==> src/rtl/sign_conv_pkg.sv <==
// Shared definitions for the sign/width converter: conversion mode codes.
// Latency: n/a (declarations only).
// Backpressure: n/a.
package sign_conv_pkg;

    typedef logic [1:0] mode_t;

    // Unsigned operand, zero-extended.
    localparam mode_t MODE_ZEXT    = 2'd0;
    // Two's complement operand, sign-extended.
    localparam mode_t MODE_SEXT    = 2'd1;
    // MSB is the sign, remaining bits are the magnitude; -0 maps to 0.
    localparam mode_t MODE_SM2TC   = 2'd2;
    // Result is just the operand's MSB in bit 0.
    localparam mode_t MODE_SIGNBIT = 2'd3;

    // Signed-range modes share overflow and saturation rules.
    function automatic logic mode_is_signed(input mode_t mode);
        return (mode == MODE_SEXT) || (mode == MODE_SM2TC);
    endfunction

endpackage

==> src/rtl/sign_conv_core.sv <==
// Combinational convert + resize: operand -> exact signed value -> OUT_W result with overflow flag.
// Latency: 0 cycles (pure combinational).
// Backpressure: none; optional saturation selected by SIGN_CONV_SAT_EN (wrap when undefined).
module sign_conv_core
    import sign_conv_pkg::*;
#(
    parameter int IN_W  = 8,
    parameter int OUT_W = 16
) (
    input  logic [IN_W-1:0]  in_data,
    input  mode_t            in_mode,
    output logic [OUT_W-1:0] out_data,
    output logic             out_ovf
);

    // One extra bit holds every mode's exact value (ZEXT needs a zero sign bit).
    localparam int EXT_W  = IN_W + 1;
    // Wide enough to hold the exact value and to look above both OUT_W boundaries.
    localparam int WIDE_W = ((EXT_W > OUT_W) ? EXT_W : OUT_W) + 1;

    logic signed [EXT_W-1:0]  exact;
    logic signed [EXT_W-1:0]  mag_ext;
    logic signed [WIDE_W-1:0] wide;
    logic signed [WIDE_W-1:0] hi_u;
    logic signed [WIDE_W-1:0] hi_s;
    logic                     fits_u;
    logic                     fits_s;
    logic [OUT_W-1:0]         wrap_data;

    assign mag_ext = {2'b00, in_data[IN_W-2:0]};

    // Build the exact value of the operand under the selected interpretation.
    always_comb begin
        exact = '0;
        case (in_mode)
            MODE_ZEXT:    exact = {1'b0, in_data};
            MODE_SEXT:    exact = {in_data[IN_W-1], in_data};
            MODE_SM2TC:   exact = in_data[IN_W-1] ? -mag_ext : mag_ext;
            MODE_SIGNBIT: exact = {{IN_W{1'b0}}, in_data[IN_W-1]};
            default:      exact = '0;
        endcase
    end

    assign wide = {{(WIDE_W-EXT_W){exact[EXT_W-1]}}, exact};

    // Unsigned fit: nothing set at or above bit OUT_W.
    // Signed fit: bits from OUT_W-1 upward are all copies of the sign.
    assign hi_u   = wide >>> OUT_W;
    assign hi_s   = wide >>> (OUT_W - 1);
    assign fits_u = (hi_u == '0);
    assign fits_s = (hi_s == '0) || (hi_s == '1);

    assign wrap_data = wide[OUT_W-1:0];

    // Overflow flag per mode; a single sign bit always fits.
    always_comb begin
        out_ovf = 1'b0;
        if (in_mode == MODE_ZEXT) begin
            out_ovf = !fits_u;
        end else if (mode_is_signed(in_mode)) begin
            out_ovf = !fits_s;
        end
    end

`ifdef SIGN_CONV_SAT_EN
    // Clamp to the nearest representable extreme on overflow.
    always_comb begin
        out_data = wrap_data;
        if (out_ovf) begin
            if (in_mode == MODE_ZEXT) begin
                out_data = '1;
            end else if (wide[WIDE_W-1]) begin
                out_data = {1'b1, {(OUT_W-1){1'b0}}};
            end else begin
                out_data = {1'b0, {(OUT_W-1){1'b1}}};
            end
        end
    end
`else
    // Keep the low OUT_W bits of the exact value.
    always_comb begin
        out_data = wrap_data;
    end
`endif

endmodule

==> src/rtl/sign_conv_pipe.sv <==
// Two-stage pipelined sign/width converter with overflow flag and saturating overflow-event counter.
// Latency: 2 cycles from accept to out_valid; throughput 1 beat/cycle.
// Backpressure: valid/ready both sides, in_ready combinational from out_ready; stalls hold both stages. SIGN_CONV_SAT_EN selects saturation.
module sign_conv_pipe
    import sign_conv_pkg::*;
#(
    parameter int IN_W  = 8,
    parameter int OUT_W = 16,
    parameter int CNT_W = 16
) (
    input  logic             clk,
    input  logic             rst_n,
    input  logic             in_valid,
    output logic             in_ready,
    input  logic [IN_W-1:0]  in_data,
    input  logic [1:0]       in_mode,
    output logic             out_valid,
    input  logic             out_ready,
    output logic [OUT_W-1:0] out_data,
    output logic             out_ovf,
    input  logic             cnt_clr,
    output logic [CNT_W-1:0] ovf_cnt
);

    // Stage 1: raw operand and mode.
    logic             s1_v;
    logic [IN_W-1:0]  s1_data;
    mode_t            s1_mode;

    // Stage 2: converted result, drives the output port directly.
    logic             s2_v;
    logic [OUT_W-1:0] s2_data;
    logic             s2_ovf;

    logic             s2_free;
    logic             s1_free;
    logic             in_fire;
    logic             out_fire;

    logic [OUT_W-1:0] conv_data;
    logic             conv_ovf;

    // A stage may take new content when empty or when its content leaves this cycle.
    assign s2_free  = !s2_v || out_ready;
    assign s1_free  = !s1_v || s2_free;
    assign in_ready = s1_free;
    assign in_fire  = in_valid && in_ready;
    assign out_fire = s2_v && out_ready;

    sign_conv_core #(
        .IN_W  (IN_W),
        .OUT_W (OUT_W)
    ) u_core (
        .in_data  (s1_data),
        .in_mode  (s1_mode),
        .out_data (conv_data),
        .out_ovf  (conv_ovf)
    );

    // Stage 1 capture; contents held while the stage is blocked.
    always_ff @(posedge clk or negedge rst_n) begin
        if (!rst_n) begin
            s1_v    <= 1'b0;
            s1_data <= '0;
            s1_mode <= MODE_ZEXT;
        end else if (s1_free) begin
            s1_v <= in_valid;
            if (in_fire) begin
                s1_data <= in_data;
                s1_mode <= in_mode;
            end
        end
    end

    // Stage 2 capture of the converted beat; data holds its last value when empty.
    always_ff @(posedge clk or negedge rst_n) begin
        if (!rst_n) begin
            s2_v    <= 1'b0;
            s2_data <= '0;
            s2_ovf  <= 1'b0;
        end else if (s2_free) begin
            s2_v <= s1_v;
            if (s1_v) begin
                s2_data <= conv_data;
                s2_ovf  <= conv_ovf;
            end
        end
    end

    // Count delivered overflowed beats, saturating; a clear beats a simultaneous increment.
    always_ff @(posedge clk or negedge rst_n) begin
        if (!rst_n) begin
            ovf_cnt <= '0;
        end else if (cnt_clr) begin
            ovf_cnt <= '0;
        end else if (out_fire && s2_ovf && (ovf_cnt != '1)) begin
            ovf_cnt <= ovf_cnt + 1'b1;
        end
    end

    assign out_valid = s2_v;
    assign out_data  = s2_data;
    assign out_ovf   = s2_ovf;

endmodule

==> config.mk <==
export PLATFORM = sky130hd
export DESIGN_NAME = sign_conv_pipe
export DESIGN_NICKNAME = d
export VERILOG_FILES = /design/src/rtl/sign_conv_pkg.sv /design/src/rtl/sign_conv_core.sv /design/src/rtl/sign_conv_pipe.sv
export SDC_FILE = /design/constraint.sdc
export NUM_CORES = 1
export LEC_CHECK = 0
export BUFFER_PORTS_ARGS = -buffer_cell sky130_fd_sc_hd__buf_2
export CORE_UTILIZATION = 44
export CTS_BUF_LIST = sky130_fd_sc_hd__clkbuf_4
export DETAILED_ROUTE_END_ITERATION = 10
export HOLD_SLACK_MARGIN = 0.06
export PLACE_DENSITY_LB_ADDON = 0.05
export SYNTH_ARGS = -nofsm -noshare
export SYNTH_HDL_FRONTEND = slang
export SYNTH_HIERARCHICAL = 1
export SYNTH_SLANG_ARGS = --single-unit
==> constraint.sdc <==
create_clock -name clk -period 2.1 [get_ports clk]
set_clock_uncertainty 0.15 [all_clocks]
set_input_delay 0 -clock clk [delete_from_list [all_inputs] [get_ports clk]]
set_output_delay 0 -clock clk [all_outputs]
set_load 0.03 [all_outputs]
Word-level counts from Yosys, hierarchy flattened
Cells that the tools add are included.
Cells by class
  add/sub/neg operators: 2
  eq/ne operators: 5
  multiplexer cells: 6
  reduce and logical (&&, ||, !) cells: 17
Operators by type and width (count)
  $pmux W9 S4: 1
  $mux W16: 2
  $eq A17 B17 Y1 const B: 1
  $logic_not A17 Y1: 1
  $add A16 B1 Y16 const B: 1
  $ne A16 B16 Y1 const B: 1
  $mux W9: 1
  $neg A7 Y9: 1
  $eq A2 B2 Y1 const B: 2
  $logic_and A1 B1 Y1: 4
  $logic_not A1 Y1: 4
  $logic_or A1 B1 Y1: 4
  $reduce_and A2 Y1: 2
  $eq A2 B1 Y1 const B: 1
  $logic_not A2 Y1: 1
  $mux W1: 2
  $reduce_bool A2 Y1: 1
Word-level totals
  output and inout bits: 35
  bits in registers: 38
  input bits: 15

Logic depth before layout (Yosys ltp)
Gate-level depths: netlist of run 1.
  word-level depth: 8
  depth in mapped cells: 6

By module
The synthesis of run 1 kept the hierarchy.
Modules (own cells, without submodules)
  sign_conv_pipe: cells an instance 161, area an instance 1988.2 µm², instances 1, seq. area each 1126.1 µm²
  sign_conv_core: cells an instance 47, area an instance 311.5 µm², instances 1, seq. area each 0.0 µm²

Worst setup path before layout of run 1
OpenSTA, ideal clock, no wires.
  kind: reg-to-reg
  start: register ovf_cnt[0]
  end: register ovf_cnt[10]
  arrival time: 1890 ps
  library setup time: 78 ps
  stages on the path, launching flop included: 6
  setup slack: -18 ps
  cell sequence: dfrtp_1 > ha_1 > nand3_1 > or3_4 > or4_1 > a21oi_1
On the way
  word-level cells in the longest chain between the ends: 3
  elaborated cells between the ends (all ways): 6
RTL lines
  start: declaration: line sign_conv_pipe.sv:22  | output logic [CNT_W-1:0] ovf_cnt
  start signal: assignment: line sign_conv_pipe.sv:97  | ovf_cnt <= ovf_cnt + 1'b1;
  $add A16 B1 Y16 or $ne A16 B16 Y1 (tied branches): line sign_conv_pipe.sv:97, sign_conv_pipe.sv:96
  $mux W16 or $logic_and A1 B1 Y1 (tied branches): line sign_conv_pipe.sv:96  | end else if (out_fire && s2_ovf && (ovf_cnt != '1)) begin
  $mux W16 or $reduce_bool A2 Y1 (tied branches)
Parallel ways exist; a longest one is shown, timed or not. The select of a mux whose other input is x is not followed.
A chain may end at the register's enable or synchronous reset.

Final worst setup path of run 1
Same ends and word-level chain as after synthesis.

==> results.cfg, run 1 <==
[run_status]
outcome = finished clean

[global_route]
grt_max_degree = 35
grt_pass1_vias = 1647
grt_pass1_wl_um = 7730
antenna_found_initial = 0
grtUsageTotal_pct = 18.5
grt_overflow = 0

[detailed_routing]
detail_route.first_pass.iterations = 4
drt_iter0_drc = 70
drtAntennaViolNets = 0
drt_wl_total_um = 4690
remaining_drc_errors = 0
wire_per_inst_um = 13.8
via_per_inst = 5.19
vias = 1766

[power_and_ir_drop]
p_leak_nw = 1.28
power_density_nw_per_um2 = 789
peakVddDrop_mv = 0.554

[logic_synthesis]
seq_area_frac_synth_pct = 49.0
avgSynthCellArea_um2 = 11.1
yosys-top-cells-count = 45 x dfrtp_1, 27 x mux2_2, 12 x a21oi_1, 10 x nor2_1
syn-num-nets = 225
synth_cell_types = 40
syn_inst = 208
ys_warn_count = 6
synth_edf_count = 0
yosysMostFrequentCell = dfrtp_1
async_flop_share_pct = 100
synth.ff_latch_count = 45
synthesis.area_um2 = 2300
synth_ff_type = dfrtp_1
synth_top_area_cell = dfrtp_1
synth_top_cells_by_area = dfrtp_1 49%, mux2_2 13%, buf_4 2.9%, a21oi_1 2.6%, nand2b_1 2.4%
synth_top_area_share_pct = 49.0

[setup_path]
critPathKind = reg2reg
worstPathArrival_ns = 2.13
crit_required_ns = 2.25
r2r-start = ovf_cnt[0]$_DFFE_PN0P_
r2r_slack_ns = 0.12
r2r_cells = 5
end_kind = register
rr_endpoint = ovf_cnt[10]$_DFFE_PN0P_
cp_max_fo = 6
start_kind = register

[die]
die_h_um = 74.3
rows = 25
io_pins = 50
coreArea_um2 = 4880
die_x_um = 74.3
initial_core_util_pct = 47.1
dieArea_um2 = 5520

[cts]
clockBufferDepth = 2
clock_latency_ns = 0.36
h-tree-depth = 2
clkSinkCount = 45
post-cts-setup-buffer-count = 0
cts_buffers = 5
cts.clk_slew.worst_paths_ns = 0.14
cts-root-buf = clkbuf_4
cts_tree = built

[layout]
fin_cells = 340
synthToLayoutAreaGrowth_pct = 21.8
multi_input_area_um2 = 1070
stdcell_area_um2 = 2800
nets = 289
n_antenna_cell = 0
n_fill_cell = 449
drive_above_1_share_pct = 38.1
regArea_um2 = 1130

[timing]
setup-violations-final = 0
fin_tns_setup_ns = 0
rsz0062_at_grt = no
fin_crit_ns = 1.98
relSlewSlack_pct = 48.8
drv_slew = 0
hold_viol = 0
period_share_pct = 94.3
fmax_mhz = 505
tightest_slew_ns = 0.769
fin_ws_ns = 0.120

[placed_design]
place.gp.congestion = 0.734
hpwl_um = 3220
place_area_um2 = 2590
port_buffers = 49
dp.cells = 317
dpl_worst_slack_ns = 0.0956

[hold_path]
hp-class = in2async

[job]
drv_cap = 0
==> layout by cell type, fill, tap and decap left out, types with 2 or more instances in the layout <==
cell            n
or3_4           2
nor3_1          5
nand3b_1        2
dlygate4sd3_1  15
nor2_1         10
inv_1           4
nand2b_1        9
a21oi_1        12
nand2_1         9
o311a_2         3
buf_2          49
buf_4           7
dfrtp_1        43
ha_1            2
and2_1          2
o21ai_0         8
xor2_1          2
o31ai_1         7
mux2i_1         3
clkbuf_4        5
nand3_1         8
nand4_1         4
dfrtp_2         2
or3_1           6
and4_1          2
or4_1           7
mux2_2         27
clkinv_2        2
==> cell families after synthesis <==
logic type                 Yosys count  synth area share (%)
other                                1                 0.163
xor gates and xnor gates             2                 0.762
and+or+nand+nor                     76                  20.3
DFF                                 45                  49.0
muxes                               30                  14.5
buffers and inverters               18                  4.68
AOI/OAI and AO/OA                   34                  9.47
adders and majority gates            2                  1.09
==> final cells by class <==
type | count | area share, %
multi-input cells | 145 | 38.2
clock buffers | 5 | 1.34
flip-flops and latches | 45 | 40.3
well taps | 67 | 2.99
clock inverters | 3 | 0.625
inverters | 4 | 0.536
repair buffers | 71 | 16.0
==> worst max path at each step <==
stage	start	end	slack, ns	cells after the start
global placement	ovf_cnt[0]$_DFFE_PN0P_	ovf_cnt[10]$_DFFE_PN0P_	0.12	5
floorplan	ovf_cnt[0]$_DFFE_PN0P_	ovf_cnt[10]$_DFFE_PN0P_	0.09	5
CTS	ovf_cnt[0]$_DFFE_PN0P_	ovf_cnt[10]$_DFFE_PN0P_	0.07	5
detailed placement	ovf_cnt[0]$_DFFE_PN0P_	ovf_cnt[10]$_DFFE_PN0P_	0.1	5
finish	ovf_cnt[0]$_DFFE_PN0P_	ovf_cnt[10]$_DFFE_PN0P_	0.12	5
global route	ovf_cnt[0]$_DFFE_PN0P_	ovf_cnt[10]$_DFFE_PN0P_	0.01	5
==> flip-flops by register name, summed over array words and instances (netlist names) <==
name and flops:
out_data 16, out_ovf 1, out_valid 1, ovf_cnt 16, s1_data 8, s1_mode 2, s1_v 1
==> where the power goes <==
group	switching, mW	leakage [nW]	internal, mW
Sequential	0.0894	0.570	1.00
Clock	0.289	0.0310	0.127
Combinational	0.422	0.682	0.281
Total	0.800	1.28	1.41
==> metal layers <==
layer | GRT usage, % | up-vias | share of wire [%]
met1 | 24.0 | 833 | 48
met4 | 5.66 | 0 | 1.3
met5 | 0 | - | 0
met2 | 31.3 | 35 | 48
li1 | - | 893 | -
met3 | 3.79 | 5 | 3.4
==> per-stage QoR <==
stage | power [mW] | util (%) | hold slack, ns
finish | 2.21 | 57.4 | 0.0728
global route | 2.34 | 57.4 | 0.158
CTS | 2.24 | 57.3 | 0.103
detailed placement | 1.80 | 53.1 | -0.0210
global placement | 1.79 | 53.1 | -0.0214
floorplan | 1.62 | - | -0.446
==> critical path, cell delays in order, from the launching register on <==
cell and delay [ns]:
dfrtp_2 0.42, ha_1 0.21, nand3_2 0.16, or3_4 0.43
or4_1 0.41, a21oi_1 0.15
==> what timing repair did <==
action	in CTS	in global routing
hold buffers	15	0
setup endpoints to repair	0	4
hold endpoints to repair	63	0
resized for setup	0	1
Power figures use the tool's default switching activity.
==> inputs of run 2 (changes only) <==
==> constraint.sdc (replaced) <==
create_clock -name clk -period 1.6 [get_ports clk]
set_clock_uncertainty 0.15 [all_clocks]
set_input_delay 0 -clock clk [delete_from_list [all_inputs] [get_ports clk]]
set_output_delay 0 -clock clk [all_outputs]
set_load 0.03 [all_outputs]
==> results.cfg, run 2 (same netlist as run 1, synthesis figures left out) <==
[setup_path]
cp_cell_sequence = or3_4 -> or3_1 -> and4b_1 -> mux2_2
cp_max_fo = 3
cpMaxStageDelayCell = or3_4
r2r_slack_ns = -0.19
path_delay_family = simple AND/OR/NAND/NOR gates
crit_required_ns = 1.71
max_stage_delay_ns = 0.41
critPathKind = reg2reg
crit_buf_inv = 0
start_kind = register
end_kind = register
worstPathArrival_ns = 1.90

[detailed_routing]
remaining_drc_errors = 0
vias = 2018
via_per_inst = 5.23
wire_per_inst_um = 14.5
drt_wl_total_um = 5590
detail_route.first_pass.iterations = 4
drtAntennaViolNets = 0
drt_iter0_drc = 49

[global_route]
grt_pass1_vias = 2042
antenna_found_initial = 0
grt_max_degree = 46
grt_pass1_wl_um = 9320
grt_overflow = 0
grtUsageTotal_pct = 22.7

[die]
io_pins = 50
die_x_um = 74.3
coreArea_um2 = 4880
rows = 25
dieArea_um2 = 5520
die_h_um = 74.3
initial_core_util_pct = 47.1

[timing]
hold_viol = 0
fin_ws_ns = -0.189
period_share_pct = 112
rsz0062_at_grt = yes
fmax_mhz = 559
drv_slew = 0
tightest_slew_ns = 0.561
relSlewSlack_pct = 62.6
whs_ns = 0.0756
setup-violations-final = 25
fin_crit_ns = 1.79

[layout]
n_fill_cell = 376
layout_common_cells = 49 x buf_2, 47 x buf_4, 29 x dfrtp_1
regArea_um2 = 1150
multi_input_area_um2 = 1310
fin_cells = 386
final_common_cell = buf_2
nets = 335
synthToLayoutAreaGrowth_pct = 50.3
n_antenna_cell = 0
drive_above_1_share_pct = 58.9

[job]
drv_cap = 0

[cts]
cts_buffers = 5
cts-root-buf = clkbuf_4
clockBufferDepth = 2
clkSinkCount = 45
cts_tree = built
clock_latency_ns = 0.37
cts.clk_slew.worst_paths_ns = 0.14
h-tree-depth = 2

[run_status]
outcome = finished, violations left
violations = setup timing

[power_and_ir_drop]
peakVddDrop_mv = 0.835
fin_total_pwr_mw = 3.35
power_density_nw_per_um2 = 968
p_leak_nw = 1.63

[placed_design]
port_buffers = 49
dp.cells = 355
hpwl_um = 3830
place.gp.congestion = 0.823

[hold_path]
hp-class = in2async
run 2: cell types whose count changed in the layout (fill, tap and decap cells not counted), moves of 3 or more:
cell	delta
buf_4	+40
buf_6	+6
dfrtp_1	-14
dfrtp_2	+14
mux2_2	-12
mux2_4	+12
o311a_2	-3
o311a_4	+3
run 2: worst register-to-register path, cell delays in order, from the launching register on:
cell and delay [ns]:
dfrtp_1 0.40, or3_4 0.41, or3_1 0.31, and4b_1 0.17
mux2_2 0.26
run 2: timing repair:
item	CTS	global route
pin swaps	11	9
setup buffers	6	4
hold buffers	14	0
resized for setup	21	20
endpoints found under the setup margin	29	31
endpoints found under the hold margin	73	0
run 2: final timing paths:
| path | start | end | cells past startpoint |
|---|---|---|---|
| min in group clk | in_data[6] | s1_data[6]$_DFFE_PN0P_ | 3 |
| setup reg to reg | s1_data[4]$_DFFE_PN0P_ | out_data[6]$_DFFE_PN0P_ | 4 |
| hold reg to reg | out_data[9]$_DFFE_PN0P_ | out_data[9]$_DFFE_PN0P_ | 1 |
| setup / recovery | s1_data[4]$_DFFE_PN0P_ | out_data[6]$_DFFE_PN0P_ | 4 |
| hold / removal | rst_n | ovf_cnt[3]$_DFFE_PN0P_ | 3 |
| max in group asynchronous | rst_n | s1_data[2]$_DFFE_PN0P_ | 3 |
run 2: cell type report:
cell class,instances,share of cell area (%)
Sequential cell,45,33.2
Inverter,4,0.434
Timing Repair Buffer,117,23.9
Multi-Input combinational cell,145,37.8
Tap cell,67,2.43
Clock inverter,3,1.19
Clock buffer,5,1.09
run 2: metrics by stage:
step	util [%]	setup slack (ns)	setup TNS, ns	area, µm²
floorplan	-	-0.253	-5.79	2460
detailed placement	61.8	-0.185	-2.18	3020
global route	70.8	-0.249	-4.20	3460
global placement	61.8	-0.142	-1.66	3020
CTS	69.1	-0.188	-2.49	3370
finish	70.8	-0.189	-2.41	3460
run 2: per-layer routing:
metal | vias to the layer above | GRT usage, % | share of wire, %
li1 | 990 | - | -
met1 | 978 | 26.9 | 43
met2 | 42 | 41.3 | 53
met3 | 8 | 4.20 | 3.2
met4 | 0 | 7.76 | 1.3
met5 | - | 0 | 0
run 2: report_power, final:
part	leakage, nW	switching, mW	total, mW	internal, mW
logic	1.05	0.655	1.20	0.540
registers	0.550	0.117	1.44	1.32
clock network	0.0389	0.390	0.713	0.324
